$ cat src/rtl/branch_target_predictor.sv
`default_nettype none
// ============================================================================
// Module      : branch_target_predictor
// Description : Direct-mapped branch target buffer with saturating direction
//               counters, same-cycle fetch prediction, EX-stage resolution
//               updates, misprediction flag and saturating perf counters.
// Revision    : 1.0 - initial release
// ============================================================================
module branch_target_predictor #(
    parameter int ADDR_W  = 16,
    parameter int ENTRIES = 16,
    parameter int CTR_W   = 2
) (
    input  logic              clk,
    input  logic              rst,
    input  logic [ADDR_W-1:0] lk_pc,
    output logic              lk_hit,
    output logic              lk_taken,
    output logic [ADDR_W-1:0] lk_target,
    input  logic              up_valid,
    input  logic [ADDR_W-1:0] up_pc,
    input  logic              up_taken,
    input  logic [ADDR_W-1:0] up_target,
    input  logic              up_pred_taken,
    input  logic [ADDR_W-1:0] up_pred_target,
    input  logic              inv_all,
    output logic              up_mispredict,
    output logic [ADDR_W-1:0] up_redirect,
    output logic [15:0]       branch_cnt,
    output logic [15:0]       mispred_cnt
);

    localparam int IDX_W = $clog2(ENTRIES);
    localparam int TAG_W = ADDR_W - IDX_W;

    localparam logic [CTR_W-1:0] c_ctr_max = {CTR_W{1'b1}};
    localparam logic [CTR_W-1:0] c_ctr_wt  = CTR_W'(2 ** (CTR_W - 1));
    localparam logic [15:0]      c_cnt_max = 16'hFFFF;

    logic [ENTRIES-1:0] r_valid;
    logic [TAG_W-1:0]   r_tag    [ENTRIES];
    logic [ADDR_W-1:0]  r_target [ENTRIES];
    logic [CTR_W-1:0]   r_ctr    [ENTRIES];

    logic [15:0] r_branch_cnt;
    logic [15:0] r_mispred_cnt;

    logic [IDX_W-1:0]  w_lk_idx;
    logic [TAG_W-1:0]  w_lk_tag;
    logic [IDX_W-1:0]  w_up_idx;
    logic [TAG_W-1:0]  w_up_tag;
    logic              w_up_hit;
    logic [CTR_W-1:0]  w_up_ctr;
    logic [CTR_W-1:0]  w_ctr_next;

    // ------------------------------------------------------------------
    // Lookup: reads only registered state, so same-cycle updates are not
    // visible until the following cycle.
    // ------------------------------------------------------------------
    assign w_lk_idx  = lk_pc[IDX_W-1:0];
    assign w_lk_tag  = lk_pc[ADDR_W-1:IDX_W];
    assign lk_hit    = r_valid[w_lk_idx] && (r_tag[w_lk_idx] == w_lk_tag);
    assign lk_taken  = lk_hit && r_ctr[w_lk_idx][CTR_W-1];
    assign lk_target = lk_taken ? r_target[w_lk_idx] : lk_pc + ADDR_W'(1);

    // ------------------------------------------------------------------
    // Resolution
    // ------------------------------------------------------------------
    assign up_mispredict = up_valid &&
                           ((up_taken != up_pred_taken) ||
                            (up_taken && (up_target != up_pred_target)));
    assign up_redirect   = up_taken ? up_target : up_pc + ADDR_W'(1);

    assign w_up_idx = up_pc[IDX_W-1:0];
    assign w_up_tag = up_pc[ADDR_W-1:IDX_W];
    assign w_up_hit = r_valid[w_up_idx] && (r_tag[w_up_idx] == w_up_tag);
    assign w_up_ctr = r_ctr[w_up_idx];

    always_comb begin
        w_ctr_next = w_up_ctr;
        if (up_taken) begin
            if (w_up_ctr != c_ctr_max) begin
                w_ctr_next = w_up_ctr + CTR_W'(1);
            end
        end else if (w_up_ctr != '0) begin
            w_ctr_next = w_up_ctr - CTR_W'(1);
        end
    end

    // Invalidate wins over a coincident update; tag/target/ctr are kept.
    always_ff @(posedge clk or posedge rst) begin
        if (rst) begin
            r_valid <= '0;
            for (int i = 0; i < ENTRIES; i++) begin
                r_tag[i]    <= '0;
                r_target[i] <= '0;
                r_ctr[i]    <= '0;
            end
        end else if (inv_all) begin
            r_valid <= '0;
        end else if (up_valid) begin
            if (w_up_hit) begin
                r_ctr[w_up_idx] <= w_ctr_next;
                if (up_taken) begin
                    r_target[w_up_idx] <= up_target;
                end
            end else if (up_taken) begin
                r_valid[w_up_idx]  <= 1'b1;
                r_tag[w_up_idx]    <= w_up_tag;
                r_target[w_up_idx] <= up_target;
                r_ctr[w_up_idx]    <= c_ctr_wt;
            end
        end
    end

    // ------------------------------------------------------------------
    // Performance counters, saturating, cleared only by reset
    // ------------------------------------------------------------------
    always_ff @(posedge clk or posedge rst) begin
        if (rst) begin
            r_branch_cnt  <= '0;
            r_mispred_cnt <= '0;
        end else begin
            if (up_valid && (r_branch_cnt != c_cnt_max)) begin
                r_branch_cnt <= r_branch_cnt + 16'd1;
            end
            if (up_mispredict && (r_mispred_cnt != c_cnt_max)) begin
                r_mispred_cnt <= r_mispred_cnt + 16'd1;
            end
        end
    end

    assign branch_cnt  = r_branch_cnt;
    assign mispred_cnt = r_mispred_cnt;

endmodule
`default_nettype wire
$ cat config.mk
export PLATFORM = sky130hd
export DESIGN_NAME = branch_target_predictor
export DESIGN_NICKNAME = d
export VERILOG_FILES = /design/src/rtl/branch_target_predictor.sv
export SDC_FILE = /design/constraint.sdc
export NUM_CORES = 1
export LEC_CHECK = 0
export BUFFER_PORTS_ARGS = -buffer_cell sky130_fd_sc_hd__buf_4
export CORE_UTILIZATION = 25
export DETAILED_ROUTE_END_ITERATION = 8
export SETUP_SLACK_MARGIN = 0.02
export SYNTH_ARGS = -nofsm -noshare
export SYNTH_HDL_FRONTEND = slang
export SYNTH_SLANG_ARGS = --single-unit
$ cat constraint.sdc
create_clock -name clk -period 17.2 [get_ports clk]
set_input_delay 2.58 -clock clk [delete_from_list [all_inputs] [get_ports clk]]
set_output_delay 2.58 -clock clk [all_outputs]
set_load 0.005 [all_outputs]
==> impl_metrics.toml <==
[worst_setup_path]
worstSetupPathType = "input pin to output port"
critPathMaxFanout = 68
worstSetupStartpointType = "input pin"
cp.arrival_ps = 7320
crit_start = "lk_pc[1]"
rr_worst_depth = 9
endpoint_kind = "output port"
worstReg2RegEnd = "r_tag[36]$_DFFE_PP0P_"
regToRegStartpoint = "r_tag[58]$_DFFE_PP0P_"
ff2ff_setup_slack_ps = 13260
crit_required_ps = 14620

[cells_and_area]
area_growth_pct = 15.6
fill_cells = 11004
antennaDiodeCount = 0
fin_nets = 2091
fin_area_mm2 = 0.0319
drive_gt1_frac = 0.402

[sta]
finalHoldViolations = 0
tightest_slew_ps = 1090
rsz0062_at_grt = "no"
fin_tns_setup_ps = 0
period_minus_slack_ps = 9900
relSlewSlack = 0.265
drv_slew = 0
finClkSkew_ps = 45.1
setup_violations = 0
fin_hold_ws_ps = 491
fin_crit_sh = 0.576
finalWorstSetupSlack_ps = 7300
max_freq_mhz = 101

[grt]
grt_pass1_vias = 17658
grt-ovfl-total = 0
grt_start_max_net_pins = 168
groute.usage.overall = 0.150
grt_antenna_before_repair = 7
grt_pass1_wl_um = 125000

[hold_path]
hold_path_depth = 1
hold_path.class = "flip-flop to flip-flop"
min_from = "mispred_cnt[4]$_DFFE_PP0P_"
holdPathEnd = "mispred_cnt[4]$_DFFE_PP0P_"

[routing]
detail_route.wl_per_cell_um = 23.8
drt_first_iter_violations = 1439
antenna_left = 0
vias_per_cell = 4.96
dr.pass1.iters = 5
drt-total-wl_um = 84200
vias = 17538
drc = 0

[logic_synthesis]
yosysTopAreaCell = "dfrtp_1"
syn_avg_cell_area_um2 = 14.1
synth_cells = 1954
syn_nets = 2031
ys_warn_count = 0
synth_top_cell_area_share = 0.479
synth_seq_area_share = 0.479
synth_area_leaders = "dfrtp_1 (48%), mux4_2 (15%), mux2_2 (14%)"
ys.flop_type = "dfrtp_1"
synth_most_common_cell = "dfrtp_1"
synth_seq_cells = 528
yosys-top-cells-count = "dfrtp_1 (528), mux2_2 (349), mux4_2 (185), mux2_1 (124), clkbuf_1 (94)"
synthArstFlopShare = 1.00
synth.distinct_cells = 61
netlist_area_mm2 = 0.0276
synth_edf_count = 0

[clock_tree]
postCtsSetupRepairBufs = 0
cts_resized = 0
cts_buffers = 58
cts_buffer_depth = 3
tritoncts = "done"
clock_latency_ps = 660
cts_sinks = 528
cts_root_buffer = "clkbuf_16"
hold_buffers = 0
clkTransAtPathRegs_ps = 60
cts-htree-levels = 2

[power_and_ir_drop]
ir_drop_v = 0.0000809
power.density_mw_per_mm2 = 105
leakagePower_nw = 14.1

[placed_design]
dpl.hpwl_um = 53500
io_buffers = 136
place_ws_ps = 7390
gp_congestion = 0.823
dpl_cell_area_mm2 = 0.0299

[floorplanning]
fp.dieH_um = 334
die_area_mm2 = 0.112
ios = 137
fp.dieW_um = 334
core_area_mm2 = 0.109
initial_core_util = 0.253
rows = 121

[run]
max_cap_violations = 0

[outcome]
status = "complete, no violations"
==> registers in the layout (all words and copies together) (netlist names) <==
name	cells
r_target	256
r_tag	192
r_ctr	32
branch_cnt	16
mispred_cnt	16
r_valid	16
==> metal layers <==
metal  GRT usage  up-vias  part of all wire
met5           0        -           0.00047
met4      0.0363        8             0.020
met3      0.0408      122             0.087
met2       0.217      628              0.43
met1       0.221     9424              0.46
li1            -     7356                 -
==> placed cells by master, fill, tap and decap left out, types with 32 or more instances in the layout <==
master	count
dfrtp_1	528
mux2_2	349
mux4_2	185
buf_4	166
mux2_1	124
xnor2_1	72
nand2_1	66
mux2i_1	62
clkbuf_16	59
inv_1	47
o21ai_0	46
nor2_1	39
xor2_1	32
==> how the worst max path moves through the flow <==
stage / end / slack, ps / cells past startpoint
6_report: lk_target[6] / 7300 / 11
4_1_cts: lk_target[6] / 7390 / 11
3_5_place_dp: lk_target[6] / 7390 / 11
2_1_floorplan: branch_cnt[0]$_DFFE_PP0P_ / 7440 / 1
5_1_grt: lk_target[2] / 7030 / 11
3_3_place_gp: lk_target[8] / 7400 / 11
==> cell type report <==
class / count / area [um2] / area share
sequential: 528 / 13200 / 0.414
clock inverter: 22 / 320 / 0.0100
clock buffer: 85 / 1690 / 0.0531
timing repair buffer: 169 / 1290 / 0.0404
inverter: 50 / 191 / 0.00600
multi-input combinational: 1207 / 13300 / 0.418
tap: 1476 / 1850 / 0.0579
==> power by group <==
part	switching (mW)	internal, mW
Combinational	0.242	0.287
Sequential	0.105	1.40
Clock	0.543	0.776
==> cells by family after synthesis <==
group | Yosys count | share of synthesized area
compound gates | 139 | 0.0342
xor+xnor | 104 | 0.0330
fa+ha+maj | 8 | 0.00354
buf+inv | 219 | 0.0390
flops | 528 | 0.479
mux | 720 | 0.367
simple gates | 236 | 0.0445
==> stage by stage <==
step	util	instances	total power, mW
4_1_cts	0.292	3537	3.38
2_1_floorplan	-	1954	1.87
6_report	0.292	3537	3.35
3_3_place_gp	0.274	3430	2.05
3_5_place_dp	0.274	3430	2.06
5_1_grt	0.292	3537	3.49
==> critical path, cell delays in order <==
cell,delay [ps]
buf_6,560
buf_4,730
nor2b_1,290
a22o_1,280
a221oi_1,260
xnor2_1,160
nand2_1,70
o41ai_1,620
nand4_2,770
mux2_2,530
buf_4,140
No activity file was read; power rests on OpenSTA's default activity.
